### src/rtl/ex_pkg.sv
// Shared encodings for the execute stage: op classes, operation codes,
// the mult/div sequencer states and the divide-by-zero quotient fill.
// Optional feature macro: EX_FAST_MUL_EN (single-cycle multiplier).
package ex_pkg;

  // Operation class presented on alusel_i
  typedef enum logic [2:0] {
    SEL_NOP    = 3'd0,
    SEL_LOGIC  = 3'd1,
    SEL_SHIFT  = 3'd2,
    SEL_ARITH  = 3'd3,
    SEL_MOVE   = 3'd4,
    SEL_MULDIV = 3'd5
  } alusel_e;

  // Operation codes presented on aluop_i
  localparam logic [7:0] OP_AND   = 8'h24;
  localparam logic [7:0] OP_OR    = 8'h25;
  localparam logic [7:0] OP_XOR   = 8'h26;
  localparam logic [7:0] OP_NOR   = 8'h27;
  localparam logic [7:0] OP_SLL   = 8'h7C;
  localparam logic [7:0] OP_SRL   = 8'h02;
  localparam logic [7:0] OP_SRA   = 8'h03;
  localparam logic [7:0] OP_ADD   = 8'h20;
  localparam logic [7:0] OP_ADDU  = 8'h21;
  localparam logic [7:0] OP_SUB   = 8'h22;
  localparam logic [7:0] OP_SUBU  = 8'h23;
  localparam logic [7:0] OP_SLT   = 8'h2A;
  localparam logic [7:0] OP_SLTU  = 8'h2B;
  localparam logic [7:0] OP_MFHI  = 8'h10;
  localparam logic [7:0] OP_MTHI  = 8'h11;
  localparam logic [7:0] OP_MFLO  = 8'h12;
  localparam logic [7:0] OP_MTLO  = 8'h13;
  localparam logic [7:0] OP_MULT  = 8'h18;
  localparam logic [7:0] OP_MULTU = 8'h19;
  localparam logic [7:0] OP_DIV   = 8'h1A;
  localparam logic [7:0] OP_DIVU  = 8'h1B;

  // Mult/div sequencer states
  typedef enum logic [1:0] {
    MD_IDLE = 2'd0,
    MD_BUSY = 2'd1,
    MD_DONE = 2'd2
  } md_state_e;

  // Fill bit replicated across LO when the divisor is zero (all ones)
  localparam logic DIV_BY_ZERO_LO = 1'b1;

  // True for the four operations the iterative unit executes
  function automatic logic is_muldiv_op(input logic [7:0] op);
    return (op == OP_MULT) || (op == OP_MULTU) ||
           (op == OP_DIV)  || (op == OP_DIVU);
  endfunction

endpackage

### src/rtl/ex_muldiv_iter.sv
// Iterative multiply/divide sequencer. Operands are converted to
// magnitudes on start; one shift-add (multiply) or restoring-subtract
// (divide) step runs per BUSY cycle; signs are re-applied to the
// results presented in DONE.
// Handshake: start_i is honoured only in IDLE; abort_i returns BUSY to
// IDLE on the next edge; DONE lasts exactly one cycle and hi_o/lo_o are
// valid throughout it.
// Optional feature macro: EX_FAST_MUL_EN (multiply completes IDLE->DONE).
module muldiv_iter
  import ex_pkg::*;
#(
  parameter int DATA_W = 32
) (
  input  logic              clk,
  input  logic              rst,
  input  logic              start_i,
  input  logic              abort_i,
  input  logic              is_div_i,
  input  logic              is_signed_i,
  input  logic [DATA_W-1:0] a_i,
  input  logic [DATA_W-1:0] b_i,
  output md_state_e         state_o,
  output logic [DATA_W-1:0] hi_o,
  output logic [DATA_W-1:0] lo_o
);

  localparam int CNT_W = $clog2(DATA_W) + 1;

  md_state_e             state_q, state_d;
  logic [CNT_W-1:0]      cnt_q, cnt_d;
  logic [2*DATA_W-1:0]   acc_q, acc_d;
  logic [DATA_W-1:0]     opnd_q, opnd_d;
  logic                  is_div_q, is_div_d;
  logic                  neg_res_q, neg_res_d;
  logic                  neg_rem_q, neg_rem_d;
  logic                  div0_q, div0_d;

  logic                  a_neg, b_neg;
  logic [DATA_W-1:0]     a_mag, b_mag;
  logic [DATA_W:0]       mul_sum;
  logic [2*DATA_W-1:0]   mul_next;
  logic [DATA_W:0]       div_shift, div_diff;
  logic [2*DATA_W-1:0]   div_next;
  logic [2*DATA_W-1:0]   prod;
  logic [DATA_W-1:0]     quot, rem;

  assign a_neg = is_signed_i & a_i[DATA_W-1];
  assign b_neg = is_signed_i & b_i[DATA_W-1];
  assign a_mag = a_neg ? -a_i : a_i;
  assign b_mag = b_neg ? -b_i : b_i;

  // Multiply step: conditionally add multiplicand to the upper half, shift right
  assign mul_sum  = {1'b0, acc_q[2*DATA_W-1:DATA_W]} +
                    (acc_q[0] ? {1'b0, opnd_q} : {(DATA_W+1){1'b0}});
  assign mul_next = {mul_sum, acc_q[DATA_W-1:1]};

  // Divide step: shift next dividend bit into the remainder, trial-subtract
  assign div_shift = acc_q[2*DATA_W-1:DATA_W-1];
  assign div_diff  = div_shift - {1'b0, opnd_q};
  assign div_next  = div_diff[DATA_W]
                   ? {div_shift[DATA_W-1:0], acc_q[DATA_W-2:0], 1'b0}
                   : {div_diff[DATA_W-1:0],  acc_q[DATA_W-2:0], 1'b1};

  // Sign correction of the unsigned results
  assign prod = neg_res_q ? -acc_q : acc_q;
  assign quot = acc_q[DATA_W-1:0];
  assign rem  = acc_q[2*DATA_W-1:DATA_W];

  // Result selection presented to the HI/LO registers during DONE
  always_comb begin
    hi_o = prod[2*DATA_W-1:DATA_W];
    lo_o = prod[DATA_W-1:0];
    if (is_div_q) begin
      hi_o = neg_rem_q ? -rem : rem;
      lo_o = div0_q ? {DATA_W{DIV_BY_ZERO_LO}} : (neg_res_q ? -quot : quot);
    end
  end

  // Next-state, counter and datapath update
  always_comb begin
    state_d   = state_q;
    cnt_d     = cnt_q;
    acc_d     = acc_q;
    opnd_d    = opnd_q;
    is_div_d  = is_div_q;
    neg_res_d = neg_res_q;
    neg_rem_d = neg_rem_q;
    div0_d    = div0_q;
    case (state_q)
      MD_IDLE: begin
        if (start_i) begin
          is_div_d  = is_div_i;
          neg_res_d = a_neg ^ b_neg;
          neg_rem_d = a_neg;
          div0_d    = is_div_i && (b_i == '0);
          opnd_d    = b_mag;
          acc_d     = {{DATA_W{1'b0}}, a_mag};
          cnt_d     = '0;
          state_d   = MD_BUSY;
`ifdef EX_FAST_MUL_EN
          if (!is_div_i) begin
            acc_d   = {{DATA_W{1'b0}}, a_mag} * {{DATA_W{1'b0}}, b_mag};
            state_d = MD_DONE;
          end
`endif
        end
      end
      MD_BUSY: begin
        if (abort_i) begin
          cnt_d   = '0;
          state_d = MD_IDLE;
        end else begin
          acc_d = is_div_q ? div_next : mul_next;
          cnt_d = cnt_q + CNT_W'(1);
          if (cnt_q == CNT_W'(DATA_W - 1)) begin
            cnt_d   = '0;
            state_d = MD_DONE;
          end
        end
      end
      MD_DONE: state_d = MD_IDLE;
      default: state_d = MD_IDLE;
    endcase
  end

  // Sequencer state and operand registers
  always_ff @(posedge clk or negedge rst) begin
    if (!rst) begin
      state_q   <= MD_IDLE;
      cnt_q     <= '0;
      acc_q     <= '0;
      opnd_q    <= '0;
      is_div_q  <= 1'b0;
      neg_res_q <= 1'b0;
      neg_rem_q <= 1'b0;
      div0_q    <= 1'b0;
    end else begin
      state_q   <= state_d;
      cnt_q     <= cnt_d;
      acc_q     <= acc_d;
      opnd_q    <= opnd_d;
      is_div_q  <= is_div_d;
      neg_res_q <= neg_res_d;
      neg_rem_q <= neg_rem_d;
      div0_q    <= div0_d;
    end
  end

  assign state_o = state_q;

endmodule

### src/rtl/ex_muldiv_stage.sv
// Execute stage: single-cycle ALU (logic, shift, arith, move), HI/LO
// registers, EX/MEM output registers and the mult/div sequencer.
// Handshake: stallreq_o is combinational; while it is high the pipeline
// holds the same instruction on the inputs and the outputs register
// bubbles; the MULDIV op is consumed in the DONE cycle, which does not stall.
// Optional feature macro: EX_FAST_MUL_EN (single-cycle multiply).
module ex_muldiv_stage
  import ex_pkg::*;
#(
  parameter int DATA_W = 32,
  parameter int REG_AW = 5
) (
  input  logic              clk,
  input  logic              rst,
  input  logic              valid_i,
  input  logic              flush_i,
  input  logic [2:0]        alusel_i,
  input  logic [7:0]        aluop_i,
  input  logic [DATA_W-1:0] reg1_i,
  input  logic [DATA_W-1:0] reg2_i,
  input  logic [REG_AW-1:0] wd_i,
  input  logic              wreg_i,
  output logic [REG_AW-1:0] wd_o,
  output logic              wreg_o,
  output logic [DATA_W-1:0] wdata_o,
  output logic              ovf_o,
  output logic              stallreq_o
);

  localparam int SH_W = $clog2(DATA_W);

  md_state_e         md_state;
  logic [DATA_W-1:0] md_hi, md_lo;
  logic              op_live, md_is_op, md_start, md_is_div, md_is_signed;

  logic [DATA_W-1:0] hi_q, hi_d, lo_q, lo_d;
  logic [DATA_W-1:0] wdata_q, wdata_d;
  logic [REG_AW-1:0] wd_q, wd_d;
  logic              wreg_q, wreg_d, ovf_q, ovf_d;

  logic [DATA_W-1:0] add_sum, sub_diff;
  logic              add_ovf, sub_ovf, slt_s, slt_u;
  logic [SH_W-1:0]   sh_amt;
  logic [DATA_W-1:0] res;
  logic              hit, ovf_hit;

  assign op_live      = valid_i && !flush_i;
  assign md_is_op     = op_live && (alusel_i == SEL_MULDIV) && is_muldiv_op(aluop_i);
  assign md_start     = md_is_op && (md_state == MD_IDLE);
  assign md_is_div    = (aluop_i == OP_DIV) || (aluop_i == OP_DIVU);
  assign md_is_signed = (aluop_i == OP_MULT) || (aluop_i == OP_DIV);
  assign stallreq_o   = md_start || ((md_state == MD_BUSY) && !flush_i);

  muldiv_iter #(.DATA_W(DATA_W)) u_muldiv (
    .clk         (clk),
    .rst         (rst),
    .start_i     (md_start),
    .abort_i     (flush_i),
    .is_div_i    (md_is_div),
    .is_signed_i (md_is_signed),
    .a_i         (reg1_i),
    .b_i         (reg2_i),
    .state_o     (md_state),
    .hi_o        (md_hi),
    .lo_o        (md_lo)
  );

  assign add_sum  = reg1_i + reg2_i;
  assign sub_diff = reg1_i - reg2_i;
  assign add_ovf  = (reg1_i[DATA_W-1] == reg2_i[DATA_W-1]) &&
                    (add_sum[DATA_W-1] != reg1_i[DATA_W-1]);
  assign sub_ovf  = (reg1_i[DATA_W-1] != reg2_i[DATA_W-1]) &&
                    (sub_diff[DATA_W-1] != reg1_i[DATA_W-1]);
  assign slt_s    = $signed(reg1_i) < $signed(reg2_i);
  assign slt_u    = reg1_i < reg2_i;
  assign sh_amt   = reg1_i[SH_W-1:0];

  // ALU result selection, HI/LO update and next EX/MEM register contents
  always_comb begin
    res     = '0;
    hit     = 1'b0;
    ovf_hit = 1'b0;
    hi_d    = hi_q;
    lo_d    = lo_q;
    wd_d    = '0;
    wreg_d  = 1'b0;
    wdata_d = '0;
    ovf_d   = 1'b0;
    if (md_state == MD_DONE) begin
      // A squash arriving in the completion cycle discards the result
      if (!flush_i) begin
        hi_d = md_hi;
        lo_d = md_lo;
      end
    end else if (md_state == MD_BUSY) begin
      // Stalled: the held instruction emits bubbles until completion
      hit = 1'b0;
    end else if (op_live) begin
      case (alusel_i)
        SEL_LOGIC: begin
          hit = 1'b1;
          case (aluop_i)
            OP_OR:   res = reg1_i | reg2_i;
            OP_AND:  res = reg1_i & reg2_i;
            OP_XOR:  res = reg1_i ^ reg2_i;
            OP_NOR:  res = ~(reg1_i | reg2_i);
            default: hit = 1'b0;
          endcase
        end
        SEL_SHIFT: begin
          hit = 1'b1;
          case (aluop_i)
            OP_SLL:  res = reg2_i << sh_amt;
            OP_SRL:  res = reg2_i >> sh_amt;
            OP_SRA:  res = $unsigned($signed(reg2_i) >>> sh_amt);
            default: hit = 1'b0;
          endcase
        end
        SEL_ARITH: begin
          hit = 1'b1;
          case (aluop_i)
            OP_ADD: begin
              res     = add_sum;
              ovf_hit = add_ovf;
            end
            OP_ADDU: res = add_sum;
            OP_SUB: begin
              res     = sub_diff;
              ovf_hit = sub_ovf;
            end
            OP_SUBU: res = sub_diff;
            OP_SLT:  res = {{(DATA_W-1){1'b0}}, slt_s};
            OP_SLTU: res = {{(DATA_W-1){1'b0}}, slt_u};
            default: hit = 1'b0;
          endcase
        end
        SEL_MOVE: begin
          case (aluop_i)
            OP_MFHI: begin
              res = hi_q;
              hit = 1'b1;
            end
            OP_MFLO: begin
              res = lo_q;
              hit = 1'b1;
            end
            OP_MTHI: hi_d = reg1_i;
            OP_MTLO: lo_d = reg1_i;
            default: hit = 1'b0;
          endcase
        end
        default: hit = 1'b0;
      endcase
      if (hit) begin
        // Overflow keeps the destination visible for the trap but writes nothing
        wd_d = wd_i;
        if (ovf_hit) begin
          ovf_d = 1'b1;
        end else begin
          wreg_d  = wreg_i;
          wdata_d = res;
        end
      end
    end
  end

  // HI/LO and EX/MEM boundary registers
  always_ff @(posedge clk or negedge rst) begin
    if (!rst) begin
      hi_q    <= '0;
      lo_q    <= '0;
      wd_q    <= '0;
      wreg_q  <= 1'b0;
      wdata_q <= '0;
      ovf_q   <= 1'b0;
    end else begin
      hi_q    <= hi_d;
      lo_q    <= lo_d;
      wd_q    <= wd_d;
      wreg_q  <= wreg_d;
      wdata_q <= wdata_d;
      ovf_q   <= ovf_d;
    end
  end

  assign wd_o    = wd_q;
  assign wreg_o  = wreg_q;
  assign wdata_o = wdata_q;
  assign ovf_o   = ovf_q;

endmodule

### config.mk
export PLATFORM = sky130hd
export DESIGN_NAME = ex_muldiv_stage
export DESIGN_NICKNAME = d
export VERILOG_FILES = /design/src/rtl/ex_pkg.sv /design/src/rtl/ex_muldiv_iter.sv /design/src/rtl/ex_muldiv_stage.sv
export SDC_FILE = /design/constraint.sdc
export NUM_CORES = 1
export LEC_CHECK = 0
export ABC_AREA = 1
export CORE_ASPECT_RATIO = 1.1
export CORE_UTILIZATION = 37
export DETAILED_ROUTE_END_ITERATION = 7
export PLACE_DENSITY = 0.52
export SYNTH_ARGS = -nofsm -noshare
export SYNTH_HDL_FRONTEND = slang
export SYNTH_SLANG_ARGS = --single-unit
export TNS_END_PERCENT = 50
### constraint.sdc
create_clock -name clk -period 3.8 [get_ports clk]
set_input_delay 0.76 -clock clk [delete_from_list [all_inputs] [get_ports clk]]
set_output_delay 0.76 -clock clk [all_outputs]
set_load 0.05 [all_outputs]
==> results.py <==
metrics = {
    "logic_synthesis": {
        "synth.top_cell.area_share_pct": 21.7,
        "async_reset_ff_share_pct": 100,
        "synth_mux_area_share_pct": 0,
        "yosysSeqAreaShare_pct": 17.6,
        "ys_types": 57,
        "yosys.area.top_type": "nand2_1",
        "synth_xor_area_share_pct": 1.75,
        "ys.flop_type": "dfrtp_1",
        "syn-instance-count": 5508,
        "synth_compound_area_share_pct": 15.6,
        "synth_warnings": 0,
        "yosys.area_share.simple_pct": 45.7,
        "syn_nets": 5764,
        "synth-seq-cells": 211,
        "synth_area_leaders": "nand2_1, dfrtp_1, nand3_1, inv_1, nor2_1",
        "synth_edf_count": 0,
        "synth.avg_cell_area_sq_um": 5.46,
        "yosys.area_share.adder_pct": 7.21,
        "synth_top_family_by_area": "simple AND/OR/NAND/NOR gates",
        "synth_area_sq_um": 30100,
    },
    "clock_network": {
        "numCtsBuffers": 27,
        "cts_hold_buffers": 0,
        "cts_tree": "yes",
        "insertion_delay_ps": 640,
        "cts.sinks": 211,
        "cts_root_buf": "clkbuf_16",
        "cts_max_path_buffers": 3,
        "ctsResizeCount": 0,
        "htree_levels": 1,
        "post-cts-setup-buffer-count": 0,
        "clk_pin_slew_ps": 60,
    },
    "setup_path": {
        "reg2reg_from": "u_muldiv.acc_q[0]",
        "path_class": "in -> reg",
        "r2r_end": "lo_q[28]",
        "critPathLaunch": "reg2_i[19]",
        "cp.arrival_ps": 4010,
        "slowest_stage": "clkdlybuf4s50_1",
        "crit_top_cell": "nor2_1",
        "cp-endpoint": "wdata_o[20]",
        "worstPathCellList": "clkdlybuf4s50_1, inv_1, ha_1, buf_4, nor2_1, nand2_1, nor2_1, nand3_1, nand4_1, nand3_1, a21oi_1, nor2_1, buf_4, nor2_4",
        "reg2regPathDepth": 14,
        "r2r_slack_ps": 460,
        "slowest_delay_ps": 630,
        "start_kind": "input pin",
        "critical_path_required_ps": 4370,
        "worstPathMaxFanout": 5,
        "crit_path_end_kind": "register",
    },
    "timing": {
        "finalMaxSlewViolations": 0,
        "setup_viol": 0,
        "fin_tns_setup_ps": 0,
        "max_slew_margin_pct": 43.1,
        "grt_setup_unrepaired": "no",
        "hold_violations": 0,
        "worst_pin_slew_ps": 845,
        "skew_ps": 25.3,
        "max_freq_mhz": 291,
        "final.min_clock_period_ps": 3430,
        "post-route-period-util_pct": 90.4,
        "whs_ps": 126,
    },
    "placement": {
        "hpwlAfterDp_mm": 151,
        "place.port_buffers": 124,
        "gp_congestion": 1.10,
        "dpl_cell_area_sq_um": 35700,
    },
    "pwr": {
        "peakVddDrop_v": 0.000288,
        "p_leak_uw": 0.0193,
        "finalPower_uw": 7930,
        "power_per_cell_area_nw_per_um2": 216,
    },
    "final_layout": {
        "diodes": 0,
        "final_cell_mix": "nand2_1, inv_1, nand3_1, nor2_1, buf_4",
        "num-nets-final": 6172,
        "utilization_pct": 45.5,
        "final_design_area_no_fill_sq_um": 36600,
        "drive_gt1_share_pct": 10.5,
        "n_fill_cell": 9148,
        "syn_to_final_growth_pct": 21.7,
        "layout_commonest_cell": "nand2_1",
    },
    "route": {
        "routed_wl_mm": 180,
        "firstDrtPassIters": 8,
        "drt_iter0_drc": 4439,
        "drc_errors": 22,
        "wire_per_inst_um": 25.8,
        "avgViaCountPerCell": 5.66,
        "vias": 39600,
        "antenna_left": 0,
    },
    "flow_run": {
        "maxCapViolations": 0,
    },
    "global_routing": {
        "grt_pass1_vias": 37100,
        "antenna_found_initial": 4,
        "grt_max_degree": 84,
        "track_usage_pct": 42.8,
        "grt_overflow_total": 0,
        "grt_first_pass_wirelength_mm": 255,
    },
    "floorplanning": {
        "die_h_um": 301,
        "num_rows": 109,
        "die_w_um": 274,
        "dieArea_sq_um": 82400,
        "core_area_sq_um": 80500,
        "ios": 125,
        "start_util_pct": 37.4,
    },
    "min_path": {
        "min_path_type": "in -> async",
    },
    "run_status": {
        "violations": "design-rule violations",
        "outcome": "complete, but fails checks",
    },
}
-- sequential cells by signal, indices dropped and copies added, names as in the netlist --
register            cells
wd_o                    5
u_muldiv.is_div_q       1
u_muldiv.opnd_q        32
u_muldiv.acc_q         64
wdata_o                32
lo_q                   32
u_muldiv.neg_res_q      1
u_muldiv.cnt_q          6
ovf_o                   1
u_muldiv.div0_q         1
u_muldiv.neg_rem_q      1
hi_q                   32
wreg_o                  1
u_muldiv.state_o        2
-- cell families (layout without fill, tap and decap cells) --
| group | Yosys count | after routing |
|---|---|---|
| and+or+nand+nor | 3274 | 3274 |
| buffers and inverters | 934 | 1363 |
| AOI/OAI and AO/OA | 858 | 858 |
| DFF | 211 | 211 |
| adders and majority gates | 171 | 171 |
| xor gates and xnor gates | 60 | 60 |
-- metrics by stage --
| stage | setup WS (ps) | cells |
|---|---|---|
| after CTS | 435 | 6991 |
| after detailed placement | -225 | 6941 |
| after global placement | -254 | 6941 |
| after global routing | 286 | 6991 |
| final | 365 | 6991 |
| after floorplan | 495 | 5508 |
-- where the power goes --
part	internal, uW	total [uW]	leakage, uW	switching (uW)
Clock	1650	2870	0.000463	1220
Combinational	881	2660	0.0162	1780
Sequential	2330	2390	0.00259	67.2
-- cell usage after synthesis (5+ instances only) --
master    instances
xnor2_1          12
o21a_1           11
nor2_4           14
nor2_2           13
a22oi_1          22
clkbuf_1        110
o22ai_1          36
inv_1           681
o21ai_0         321
nor2_1          644
nor3_1           63
and2_1           13
o21ai_1          33
nand3b_1         14
ha_1            167
o21bai_1         17
nand2_1        1737
xor2_1           48
inv_2            29
dfrtp_1         211
nand2_2          13
o211ai_1         17
buf_1            29
a211oi_1          5
nand4_1          56
a221oi_1         18
buf_4            10
buf_2            68
o31ai_1           6
nor4_1            8
or2_2             6
nor3_2            5
nand3_2           5
a31oi_1          30
nand3_1         670
a21oi_1         325
-- how the worst min path moves through the flow --
stage | start | endpoint | cells after the start
floorplan | lo_q[12] | lo_q[12] | 2
global placement | lo_q[20] | lo_q[20] | 2
detailed placement | lo_q[8] | lo_q[8] | 2
CTS | rst | u_muldiv.state_o[1] | 1
global route | rst | u_muldiv.state_o[1] | 1
finish | rst | u_muldiv.state_o[1] | 1
-- critical path: cells and delay by family --
family / cells / cell delay [ps]
adders and majority gates: 1 / 390
buffers and inverters: 4 / 1150
and+or+nand+nor: 8 / 1530
AOI/OAI and AO/OA: 1 / 160
-- per-layer routing --
| layer | vias to the layer above | global-route usage [%] | share of wire [%] |
|---|---|---|---|
| li1 | 18600 | - | - |
| met1 | 18300 | 49.4 | 37 |
| met2 | 2057 | 70.7 | 46 |
| met3 | 544 | 5.84 | 7.3 |
| met4 | 4 | 34.8 | 9.8 |
| met5 | - | 0 | 0.019 |
-- cell type report --
class	instances	area, sq um	area share [%]
Timing Repair Buffer	599	5220	14.3
Sequential cell	211	5290	14.4
Tap cell	1054	1320	3.60
Clock buffer	33	728	1.99
Clock inverter	17	221	0.605
Multi-Input combinational cell	4363	21200	57.8
Inverter	714	2680	7.32
No activity file was read; power rests on OpenSTA's default activity.
